==> src/rtl/cpu_types_pkg.sv <==
// Shared types for the cache/RAM side of the CPU: RAM word, RAM handshake
// state and the RAM arbiter's transfer state.
package cpu_types_pkg;

  localparam int WORD_W = 32;

  typedef logic [WORD_W-1:0] word_t;

  // Status reported by the RAM model each cycle; only ACCESS completes a word.
  typedef enum logic [1:0] {
    FREE   = 2'd0,
    BUSY   = 2'd1,
    ACCESS = 2'd2,
    ERROR  = 2'd3
  } ramstate_t;

  // Arbiter transfer state: arbitrating, data burst, or single fetch word.
  typedef enum logic [1:0] {
    IDLE  = 2'd0,
    DXFER = 2'd1,
    IXFER = 2'd2
  } arb_state_t;

endpackage

==> src/rtl/ram_arbiter_if.sv <==
// Bundle of per-core cache request lines and the single RAM port.
// The arbiter takes the slave view; the caches and RAM model sit on master.
interface ram_arbiter_if #(
  parameter int CPUS = 2
);
  import cpu_types_pkg::*;

  // Per-core cache side
  logic [CPUS-1:0]  iREN;
  word_t [CPUS-1:0] iaddr;
  logic [CPUS-1:0]  dREN;
  logic [CPUS-1:0]  dWEN;
  word_t [CPUS-1:0] daddr;
  word_t [CPUS-1:0] dstore;
  logic [CPUS-1:0]  iwait;
  logic [CPUS-1:0]  dwait;
  word_t [CPUS-1:0] iload;
  word_t [CPUS-1:0] dload;

  // Shared RAM port
  logic      ramREN;
  logic      ramWEN;
  word_t     ramaddr;
  word_t     ramstore;
  word_t     ramload;
  ramstate_t ramstate;

  modport slave (
    input  iREN, iaddr, dREN, dWEN, daddr, dstore, ramload, ramstate,
    output iwait, dwait, iload, dload, ramREN, ramWEN, ramaddr, ramstore
  );

  modport master (
    output iREN, iaddr, dREN, dWEN, daddr, dstore, ramload, ramstate,
    input  iwait, dwait, iload, dload, ramREN, ramWEN, ramaddr, ramstore
  );

endinterface

==> src/rtl/rr_pick.sv <==
// Combinational round-robin selector: returns the first requester strictly
// after the last-granted index, wrapping around, so the last winner has the
// lowest priority.
module rr_pick #(
  parameter int  N  = 2,
  localparam int IW = (N > 1) ? $clog2(N) : 1
) (
  input  logic [N-1:0]  req,
  input  logic [IW-1:0] last,
  output logic          valid,
  output logic [IW-1:0] idx
);

  // Scan N candidates starting one past the pointer; keep the first hit.
  always_comb begin
    // NOTE: every output gets a default first so no latch is inferred.
    valid = 1'b0;
    idx   = '0;
    for (int k = 1; k <= N; k++) begin
      if (!valid && req[IW'((int'(last) + k) % N)]) begin
        valid = 1'b1;
        idx   = IW'((int'(last) + k) % N);
      end
    end
  end

endmodule

==> src/rtl/ram_arbiter.sv <==
// Shares the single RAM port between the instruction and data caches of
// CPUS cores. Data requests beat fetches; each class is round-robin across
// cores. A grant is locked for a whole transfer (BURST words for data, one
// for a fetch) and the RAM lines are driven combinationally from that grant.
module ram_arbiter
  import cpu_types_pkg::*;
#(
  parameter int  CPUS  = 2,
  parameter int  BURST = 2,
  localparam int IW    = $clog2(CPUS)
) (
  input  logic          CLK,
  input  logic          nRST,
  ram_arbiter_if.slave  bus,
  output logic [IW-1:0] gnt_cpu,
  output logic          busy
);

  localparam int CW = $clog2(BURST) + 1;

  arb_state_t      state;
  logic [IW-1:0]   gnt;
  logic [IW-1:0]   dptr;
  logic [IW-1:0]   iptr;
  logic            op_write;
  logic [CW-1:0]   cnt;

  logic [CPUS-1:0] dreq;
  logic            d_valid;
  logic            i_valid;
  logic [IW-1:0]   d_idx;
  logic [IW-1:0]   i_idx;
  logic            d_held;
  logic            i_held;
  logic            access;

  rr_pick #(.N(CPUS)) u_dpick (
    .req   (dreq),
    .last  (dptr),
    .valid (d_valid),
    .idx   (d_idx)
  );

  rr_pick #(.N(CPUS)) u_ipick (
    .req   (bus.iREN),
    .last  (iptr),
    .valid (i_valid),
    .idx   (i_idx)
  );

  // Arbitrate in IDLE, then count acknowledged words until done or aborted.
  always_ff @(posedge CLK or negedge nRST) begin
    if (!nRST) begin
      state    <= IDLE;
      gnt      <= '0;
      dptr     <= IW'(CPUS - 1);
      iptr     <= IW'(CPUS - 1);
      op_write <= 1'b0;
      cnt      <= '0;
    end else begin
      // NOTE: non-blocking assignments so every register updates from pre-edge values.
      unique case (state)
        IDLE: begin
          if (d_valid) begin
            state    <= DXFER;
            gnt      <= d_idx;
            dptr     <= d_idx;
            op_write <= bus.dWEN[d_idx];
          end else if (i_valid) begin
            state    <= IXFER;
            gnt      <= i_idx;
            iptr     <= i_idx;
            op_write <= 1'b0;
          end
        end
        DXFER: begin
          if (!d_held) begin
            state <= IDLE;
            cnt   <= '0;
          end else if (access) begin
            if (cnt == CW'(BURST - 1)) begin
              state <= IDLE;
              cnt   <= '0;
            end else begin
              cnt <= cnt + 1'b1;
            end
          end
        end
        IXFER: begin
          if (!i_held || access) state <= IDLE;
        end
        default: state <= IDLE;
      endcase
    end
  end

  // Steer the locked requester onto the RAM port and ack it on ACCESS.
  always_comb begin
    dreq   = bus.dREN | bus.dWEN;
    d_held = (state == DXFER) && dreq[gnt];
    i_held = (state == IXFER) && bus.iREN[gnt];
    access = (bus.ramstate == ACCESS);

    bus.iwait    = '1;
    bus.dwait    = '1;
    bus.iload    = '0;
    bus.dload    = '0;
    bus.ramREN   = 1'b0;
    bus.ramWEN   = 1'b0;
    bus.ramaddr  = '0;
    bus.ramstore = '0;
    gnt_cpu      = gnt;
    busy         = (state != IDLE);

    if (d_held) begin
      bus.ramWEN     = op_write;
      bus.ramREN     = !op_write;
      bus.ramaddr    = bus.daddr[gnt];
      bus.ramstore   = bus.dstore[gnt];
      bus.dload[gnt] = bus.ramload;
      if (access) bus.dwait[gnt] = 1'b0;
    end

    if (i_held) begin
      bus.ramREN     = 1'b1;
      bus.ramaddr    = bus.iaddr[gnt];
      bus.iload[gnt] = bus.ramload;
      if (access) bus.iwait[gnt] = 1'b0;
    end
  end

endmodule

==> src/flat_wrapper.sv <==
// flat-port wrapper written by rule: the top's interface ports become plain ports
module ram_arbiter_flat import cpu_types_pkg::*;
#(
  parameter int  CPUS  = 2,
  parameter int  BURST = 2,
  localparam int IW    = $clog2(CPUS)
)
  (CLK, nRST, gnt_cpu, busy, bus_iREN, bus_iaddr, bus_dREN, bus_dWEN, bus_daddr, bus_dstore, bus_ramload, bus_ramstate, bus_iwait, bus_dwait, bus_iload, bus_dload, bus_ramREN, bus_ramWEN, bus_ramaddr, bus_ramstore);
  ram_arbiter_if #(.CPUS(CPUS)) bus_i ();
  input  logic CLK;
  input  logic nRST;
  output logic [IW-1:0] gnt_cpu;
  output logic busy;
  input wire logic [$bits(bus_i.iREN)-1:0] bus_iREN;
  input wire logic [$bits(bus_i.iaddr)-1:0] bus_iaddr;
  input wire logic [$bits(bus_i.dREN)-1:0] bus_dREN;
  input wire logic [$bits(bus_i.dWEN)-1:0] bus_dWEN;
  input wire logic [$bits(bus_i.daddr)-1:0] bus_daddr;
  input wire logic [$bits(bus_i.dstore)-1:0] bus_dstore;
  input wire logic [$bits(bus_i.ramload)-1:0] bus_ramload;
  input wire logic [$bits(bus_i.ramstate)-1:0] bus_ramstate;
  output wire logic [$bits(bus_i.iwait)-1:0] bus_iwait;
  output wire logic [$bits(bus_i.dwait)-1:0] bus_dwait;
  output wire logic [$bits(bus_i.iload)-1:0] bus_iload;
  output wire logic [$bits(bus_i.dload)-1:0] bus_dload;
  output wire logic [$bits(bus_i.ramREN)-1:0] bus_ramREN;
  output wire logic [$bits(bus_i.ramWEN)-1:0] bus_ramWEN;
  output wire logic [$bits(bus_i.ramaddr)-1:0] bus_ramaddr;
  output wire logic [$bits(bus_i.ramstore)-1:0] bus_ramstore;
  assign bus_i.iREN = bus_iREN;
  assign bus_i.iaddr = bus_iaddr;
  assign bus_i.dREN = bus_dREN;
  assign bus_i.dWEN = bus_dWEN;
  assign bus_i.daddr = bus_daddr;
  assign bus_i.dstore = bus_dstore;
  assign bus_i.ramload = bus_ramload;
  assign bus_i.ramstate = bus_ramstate;
  assign bus_iwait = bus_i.iwait;
  assign bus_dwait = bus_i.dwait;
  assign bus_iload = bus_i.iload;
  assign bus_dload = bus_i.dload;
  assign bus_ramREN = bus_i.ramREN;
  assign bus_ramWEN = bus_i.ramWEN;
  assign bus_ramaddr = bus_i.ramaddr;
  assign bus_ramstore = bus_i.ramstore;
  ram_arbiter #(.CPUS(CPUS), .BURST(BURST)) u_core (.CLK(CLK), .nRST(nRST), .bus(bus_i), .gnt_cpu(gnt_cpu), .busy(busy));
endmodule
==> config.mk <==
export PLATFORM = sky130hd
export DESIGN_NAME = ram_arbiter_flat
export DESIGN_NICKNAME = d
export VERILOG_FILES = /design/src/rtl/cpu_types_pkg.sv /design/src/rtl/ram_arbiter_if.sv /design/src/rtl/rr_pick.sv /design/src/rtl/ram_arbiter.sv /design/src/flat_wrapper.sv
export SDC_FILE = /design/constraint.sdc
export NUM_CORES = 1
export LEC_CHECK = 0
export ABC_AREA = 1
export BUFFER_PORTS_ARGS = -buffer_cell sky130_fd_sc_hd__buf_2
export CAP_MARGIN = 0
export CORE_AREA = 2 2 170 172
export CTS_CLUSTER_DIAMETER = 80
export DETAILED_ROUTE_END_ITERATION = 12
export DIE_AREA = 0 0 172 174
export SYNTH_ARGS = -nofsm -noshare
export SYNTH_HDL_FRONTEND = slang
export SYNTH_SLANG_ARGS = --single-unit
==> constraint.sdc <==
create_clock -name CLK -period 1.7 [get_ports CLK]
set_clock_uncertainty 0.1 [all_clocks]
set_input_delay 0.34 -clock CLK [delete_from_list [all_inputs] [get_ports CLK]]
set_output_delay 0.34 -clock CLK [all_outputs]
set_load 0.1 [all_outputs]
After elaboration in Yosys (flattened, before gate mapping)
Cells that the tools add are included.
Widths: inputs -> output; s select.
- reduce and logical (&&, ||, !) cells: 18
- magnitude comparators: 7
- eq/ne operators: 9
- multiplexer cells: 57
- bitwise operators: 4
- add/subtract/negate cells: 5
- operator list (operator ; count):
    $mux 32 ; 10
    $mux 64 ; 2
    $and 64x64->64 ; 1
    $demux 32 s1 ; 1
    $mux 1 ; 30
    $mux 2 ; 12
    $lt 1x3->1 const B ; 4
    $ne 3x3->1 const B ; 2
    $pmux 2 s3 ; 1
    $reduce_and 2->1 ; 3
    $logic_and 1x1->1 ; 5
    $add 1x1->1 const B ; 4
    $eq 2x1->1 const B ; 2
    $eq 2x2->1 const B ; 2
    $logic_not 1->1 ; 4
    $lt 1x2->1 const B ; 2
    $reduce_and 4->1 ; 1
    $reduce_bool 2->1 ; 2
    $ne 3x1->1 const B ; 1
    $reduce_and 3->1 ; 1
    $add 2x1->2 const B ; 1
    $logic_not 2->1 ; 1
    $ne 2x1->1 const B ; 1
    $ne 2x2->1 const B ; 1
    other kinds (6) ; 6
- register bits: 8
- word-level logic and storage cells: 106
- output and inout port bits: 200
- input bits: 234

Depth between registers and ports, before layout
Gate-level depths: netlist of the first run.
- word-level depth: 11
- depth in mapped cells: 8
- gate-level depth less buffers: 6

Modules after synthesis
A second synthesis of the first run with hierarchy kept.
- cell total of the unflattened synthesis: 682
- area, all modules: 3140.5 um2
- by module, submodules not included (module ; area each (um2) ; sequential area each (um2) ; instances ; cells each):
    ram_arbiter ; 3105.5 ; 202.7 ; 1 ; 676
    rr_pick ; 17.5 ; 0.0 ; 2 ; 3

Worst setup path before layout of the first run
Ideal clock, no wire load.
- path kind: register to output
- from: reg u_core.gnt (netlist: u_core.gnt_cpu)
- to: out bus_ramREN
- cell stages (with the launch flop): 7
- path buffers: 2
- required time: 1.260 ns
- arrival time: 3.721 ns
- setup slack: -2.461 ns
- cell sequence: dfrtp_1 -> inv_2 -> nand2_1 -> nand3_1 -> buf_2 -> buf_6 -> o21ai_0
- word-level cells in the longest chain between the ends: 5
- elaborated cells between the ends (all ways): 8
- classes of those cells: mux: 6; reduce/logical: 2
- RTL lines (element ; RTL line ; text):
    start, declared ; ram_arbiter.sv:22 ; logic [IW-1:0] gnt;
    start signal, assigned ; ram_arbiter.sv:66 ; gnt <= d_idx;
    start signal, assigned ; ram_arbiter.sv:71 ; gnt <= i_idx;
    $mux 1 (implied by the code) (2 in a row) ; ram_arbiter.sv:100 ; d_held = (state == DXFER) && dreq[gnt];
    $logic_and 1x1->1 ; ram_arbiter.sv:100 ;
    $mux 1 ; ram_arbiter.sv:115 ; if (d_held) begin
    $mux 1 (*) ; ram_arbiter.sv:124 ; if (i_held) begin
    end, declared ; flat_wrapper.sv:26 ; output wire logic [$bits(bus_i.ramREN)-1:0] bus_ramREN;
Mark *: on every way between the ends. The rest lies on a longest branch, timed or not. The select of a mux whose other input is x is not followed.

Worst setup path in the final report of the first run
- from: reg u_core.gnt (netlist: u_core.gnt_cpu)
- to: out bus_ramaddr[20]
- word-level cells in the longest chain between the ends: 5
- elaborated cells between the ends (all ways): 12
- classes of those cells: mux: 10; reduce/logical: 2
- RTL lines (element ; RTL line ; text):
    $mux 1 (implied by the code) (2 in a row) ; ram_arbiter.sv:100 ;
    $logic_and 1x1->1 ; ram_arbiter.sv:100 ;
    $mux 32 ; ram_arbiter.sv:115 ;
    $mux 32 (*) ; ram_arbiter.sv:124 ;
    end, declared ; flat_wrapper.sv:28 ; output wire logic [$bits(bus_i.ramaddr)-1:0] bus_ramaddr;
Marked as above.

==> run metrics, run 1 <==
Reg power frac 1.5%; H-tree depth 1; diodes inserted 0; max_slew headroom 67.3%; CTS root buffer clkbuf_16; number of cells on the critical path 6; Worst Setup Start Kind register; area added between synthesis and finish 289%; clock share of power 1.6%; Bufs and invs on worst path 3; Worst Hold Class in2reg; Clock Pin Slew Worst Setup and Hold Paths 0.04 ns; Final WS setup -0.617 ns; 1st-pass router iterations 6; syn_nets 812; Top FF cell, synth dfrtp_1; Tmin final 2.32 ns; DRC Markers 0; Initial Util 10.9%; core area 0.0282 mm^2; RSZ-0062 raised after global routing yes; Cell Int Power 9.29 mW; final wirelength 22600 um; FILL cells 2672; library cells used by synthesis 26; Die ar. 0.0299 mm^2; Yosys warnings 0; Crit. End Element output pin; net switching power 15.8 mW; starting DRC count in detailed routing 186; worst hold path stage count 3; first-pass GRT wire length 34500 um; number of global-route vias before repair 6318; routability congestion estimate 0.884; failing checks negative setup slack; maximum vdd drop 1.33 mV; MaxCap Viol Count 0; Pwr Density 2100 mW/mm^2; final-report setup violation count 199; logic gate share of total power 96.9%; Final Slew Violations 0; Fin Setup TNS -96.77 ns; largest net degree at the start of global routing 57; Synth Instances 578; Buffers on Ports 433; total gr overflow 0; fraction of layout instances using a drive strength above 1 79.9%; period utilization 136%; CP most frequent cell buf_12; DPL Wire Length 18700 um; CTS tree built; CTS max path bufs 2; Crit path largest cell delay 0.52 ns; routed len/inst 15.8 um; Routed Antenna Nets 0; crit path max-delay cell type dfrtp_4; most common cell after layout, fill and taps aside buf_2; worst-margin pin slew 0.493 ns; Via Count 5901; sequential element share of the synthesized area 6.60%; FMAX 432 MHz; TritonCTS Buffers 3; Die Y 174 um; clock latency on the worst-skew pair 0.23 ns; CTS sink cnt 8; status complete, but fails checks; drt via density 4.14; Reg2Reg Depth 6; number of synthesized flops with an enable pin 0; leakage dissipation 4.89 nW; Synth Cell Area 0.00307 mm^2; kind of critical path reg2out; initial antenna violation count 0; most frequent cells in the layout buf_2, buf_12, nor3_4; Yosys reg bits 8; ys async rst share 100%; Die Span X 172 um; gr usage total 14.5%; switching part of the total 63.0%; IO Count 434; Final Hold Viols 0; Critical Path Fanout Max 56; site row count 62; Top delay family on crit path buffers and inverters; Synth Area per Inst 5.31 um^2; arrival time at the worst endpoint 1.88 ns; required time worst endpoint 1.26 ns; critical-path cell list buf_12, buf_6, or2_2, o21ai_1, o22ai_4, buf_12; Util after Layout 42.3%; layout net count 1278
routing by layer:
layer  global-route usage [%]  wire, um
met1                     16.2      8030
met3                     2.30      1480
met5                        0         0
met2                     28.8     12800
met4                     1.89       260
cells by family after synthesis:
group | Yosys count | synth area share (%)
AO/OA/AOI/OAI | 137 | 25.0
buffers and inverters | 139 | 19.8
flip-flops | 8 | 6.60
multiplexers | 1 | 0.326
AND/OR/NAND/NOR | 293 | 48.4
sequential cells by signal (all words and copies together), names as in the netlist:
name and cells:
u_core.dptr 1, u_core.gnt_cpu 1, u_core.state 2, u_core.cnt 2, u_core.op_write 1, u_core.iptr 1
worst paths after layout:
check	start	endpoint	slack (ns)
max in group asynchronous	nRST	u_core.iptr	0.88
max reg2reg	u_core.gnt_cpu	u_core.state[1]	0.19
min	bus_dWEN[1]	u_core.op_write	0.30
max	u_core.gnt_cpu	bus_ramaddr[20]	-0.62
min reg2reg	u_core.iptr	u_core.iptr	0.38
min in group asynchronous	nRST	u_core.state[1]	0.38
timing repair:
| action | 4_1_cts | 5_1_grt |
|---|---|---|
| hold buffers | 1 | 0 |
| gates resized for setup | 85 | 19 |
| setup endpoints to repair | 199 | 200 |
| gates cloned | 5 | 2 |
| hold endpoints to repair | 6 | 0 |
| buffers inserted | 8 | 1 |
| pin swaps | 12 | 4 |
worst reg2reg max path, cell delays in order, from the launching register on:
cell	delay (ns)
dfrtp_4	0.52
inv_8	0.12
nand2_2	0.07
nand3_4	0.11
buf_12	0.18
buf_4	0.19
o21ai_0	0.09
cell type report:
class	instances	area [um^2]	share of cell area, %
multi-input combinational	431	4320	36.2
clock buffer	4	78.8	0.660
tap	384	480	4.02
inverter	80	440	3.69
timing repair inverter	1	8.76	0.0733
sequential	8	206	1.73
timing repair buffer	519	6410	53.6
synthesized netlist by cell type (2+ instances only):
cell type | number | share of area, %
buf_6 | 6 | 2.2
clkbuf_1 | 22 | 2.7
a21oi_1 | 23 | 3.7
dfrtp_1 | 6 | 4.9
or2_2 | 65 | 13
nand3_1 | 34 | 5.5
nor3_2 | 9 | 2.9
dfstp_2 | 2 | 1.7
buf_2 | 23 | 3.7
clkbuf_2 | 3 | 0.49
nand4_1 | 2 | 0.41
nand2_1 | 83 | 10
o21ai_1 | 7 | 1.1
a21oi_2 | 10 | 2.9
o22ai_1 | 33 | 6.7
buf_4 | 2 | 0.49
inv_1 | 78 | 9.5
nor3_1 | 88 | 14
inv_2 | 2 | 0.24
buf_1 | 3 | 0.37
nor2_1 | 10 | 1.2
o21ai_0 | 63 | 10
metrics by stage:
step	hold WS (ns)	area (um^2)	total power, mW	setup WS (ns)	cells
after global routing	0.317	11900	26.0	-0.649	1427
after floorplan	-0.0556	5390	16.1	-0.781	578
after global placement	0.0892	11300	23.3	-0.397	1406
after CTS	0.301	11800	25.0	-0.622	1424
final	0.303	11900	25.1	-0.617	1427
after detailed placement	0.0901	11300	23.5	-0.418	1406
power groups by stage:
stage / clock network, mW / logic [mW] / registers [mW]
5_1_grt: 0.416 / 25.2 / 0.383
3_3_place_gp: 0 / 22.9 / 0.365
6_report: 0.406 / 24.3 / 0.369
3_5_place_dp: 0 / 23.1 / 0.368
4_1_cts: 0.409 / 24.3 / 0.367
2_1_floorplan: 0 / 15.7 / 0.433
(Power assumes the default switching activity.)
==> run 2: changes to the inputs <==
- CELL_PAD_IN_SITES_DETAIL_PLACEMENT: not set -> 0
- CELL_PAD_IN_SITES_GLOBAL_PLACEMENT: not set -> 1
- CORE_AREA: 2 2 170 172 -> 2 2 169 171
- DIE_AREA: 0 0 172 174 -> 0 0 171 173
- PLACE_DENSITY_LB_ADDON: not set -> 0.1
==> run metrics, run 2 (synthesis results as in run 1) <==
status complete, but fails checks; number of global-route vias before repair 6074 (-3.9%); fin cells 1429 (+0.14%); site row count 61 (-1.6%); H-tree depth 1 (unchanged); first-pass GRT wire length 37300 um (+8.3%); most common cell after layout, fill and taps aside buf_2; maximum vdd drop 1.20 mV (-9.9%); arrival time at the worst endpoint 1.82 ns (-0.06 ns); most frequent cells in the layout buf_2, buf_12, nor3_4; Die Y 173 um (-0.57%); Die Span X 171 um (-0.58%); Worst Setup Start Kind register; initial antenna violation count 1 (+1); CTS tree built; Routed Antenna Nets 0 (unchanged); Tmin final 2.26 ns (-0.0533 ns); DPL Wire Length 20800 um (+11%); CTS max path bufs 2 (unchanged); Critical Path Fanout Max 75 (+34%); Crit. End Element output pin; period utilization 133% (-3.1 points); largest net degree at the start of global routing 76 (+33%); routability congestion estimate 0.829 (-6.2%); Util after Layout 43.8% (+1.5 points); MaxCap Viol Count 0 (unchanged); required time worst endpoint 1.26 ns (about the same); wire length on met3 1430 um (-3.3%); core area 0.0276 mm^2 (-2.2%); gr usage total 16.2% (+1.8 points); max_slew headroom 72.4% (+5.0 points); RSZ-0062 raised after global routing yes; fraction of layout instances using a drive strength above 1 79.1% (-0.72 points); CP most frequent cell buf_12; CTS sink cnt 8 (unchanged); final-report setup violation count 198 (-0.50%); Via Count 5815 (-1.5%); total gr overflow 0 (unchanged); starting DRC count in detailed routing 215 (+16%); Top delay family on crit path flip-flops; Final Hold Viols 0 (unchanged); FMAX 442 MHz (+2.4%); dpl cells 1394 (-0.85%); reg2reg start u_core.gnt_cpu; metal2 WL 13900 um (+8.7%); RR Endpoint u_core.state[1]; IO Count 434 (unchanged); DRC Markers 0 (unchanged); Fin Setup TNS -97.67 ns (-0.899 ns); worst-margin pin slew 0.410 ns (-0.0833 ns); Pwr Density 2110 mW/mm^2 (+0.42%); R2R setup slack 0.18 ns (about the same); Final Slew Violations 0 (unchanged); routed len/inst 17.8 um (+12%); Largest regs u_core.cnt x2, u_core.state x2; CTS root buffer clkbuf_16; M1 WL 9630 um (+20%); top layer in use met4; Initial Util 11.1% (+0.24 points); crit path max-delay cell type dfrtp_4; FILL cells 2691 (+0.71%); area added between synthesis and finish 294%; layout net count 1285 (+0.55%); Bufs and invs on worst path 2 (-1); Die ar. 0.0296 mm^2 (-1.2%); Worst Hold Class in2async; Buffers on Ports 433 (unchanged); Final WS setup -0.564 ns (+0.0533 ns); Reg2Reg Depth 6 (unchanged); final wirelength 25400 um (+12%); clock latency on the worst-skew pair 0.23 ns (about the same); TritonCTS Buffers 3 (unchanged); Clock Pin Slew Worst Setup and Hold Paths 0.04 ns (about the same); 1st-pass router iterations 4 (-2); failing checks negative setup slack; leakage dissipation 4.97 nW (+1.6%); drt via density 4.07 (-1.6%); kind of critical path reg2out; critical-path cell list buf_12, or2_2, o21ai_0, o22ai_4, buf_12; Crit path largest cell delay 0.54 ns (+0.02 ns)
==> run 2: power by group <==
group	leakage [nW]	internal [mW]	switching (mW)
Combinational	4.84	9.01	15.8
Clock	0.0382	0.312	0.0906
Sequential	0.0963	0.289	0.0986
==> run 2: cell type report <==
| class | instances | area (um^2) | share of cell area (%) |
|---|---|---|---|
| Timing Repair Buffer | 526 | 6580 | 54.3 |
| Multi-Input combinational cell | 431 | 4300 | 35.5 |
| Tap cell | 378 | 473 | 3.90 |
| Inverter | 80 | 448 | 3.70 |
| Sequential cell | 8 | 206 | 1.70 |
| Clock buffer | 4 | 78.8 | 0.651 |
| Timing Repair inverter | 1 | 16.3 | 0.134 |
| Antenna cell | 1 | 2.50 | 0.0207 |
==> run 2: repair_timing <==
item / CTS / global route
gates resized for setup: 61 / 56
endpoints found under the hold margin: 6 / 0
gates cloned: 5 / 7
pin swaps: 22 / 28
endpoints found under the setup margin: 199 / 200
buffers inserted: 12 / 8
hold buffers: 1 / 0
==> run 2: per-stage QoR <==
stage	setup WS [ns]	power (mW)	hold slack, ns	instance area, um^2
2_1_floorplan	-0.781	16.1	-0.0556	5390
3_3_place_gp	-0.414	23.6	0.0926	11300
3_5_place_dp	-0.441	23.6	0.0944	11300
4_1_cts	-0.596	25.0	0.385	11800
5_1_grt	-0.634	26.6	0.408	12100
6_report	-0.564	25.6	0.380	12100
==> run 2: worst max path at each step <==
stage | from | to | slack (ns) | cells past startpoint
after floorplan | u_core.gnt_cpu | bus_iload[14] | -0.78 | 4
after global placement | u_core.gnt_cpu | bus_iload[20] | -0.41 | 5
after detailed placement | u_core.gnt_cpu | bus_iload[21] | -0.44 | 5
after CTS | u_core.gnt_cpu | bus_dload[49] | -0.60 | 8
after global routing | u_core.gnt_cpu | bus_ramaddr[16] | -0.63 | 7
final | u_core.gnt_cpu | bus_ramaddr[25] | -0.56 | 5
==> run 2: layer usage <==
layer,track usage [%],up-vias
met5,0,-
met4,2.40,0
met3,2.22,18
met2,31.8,219
met1,18.7,2687
li1,-,2891
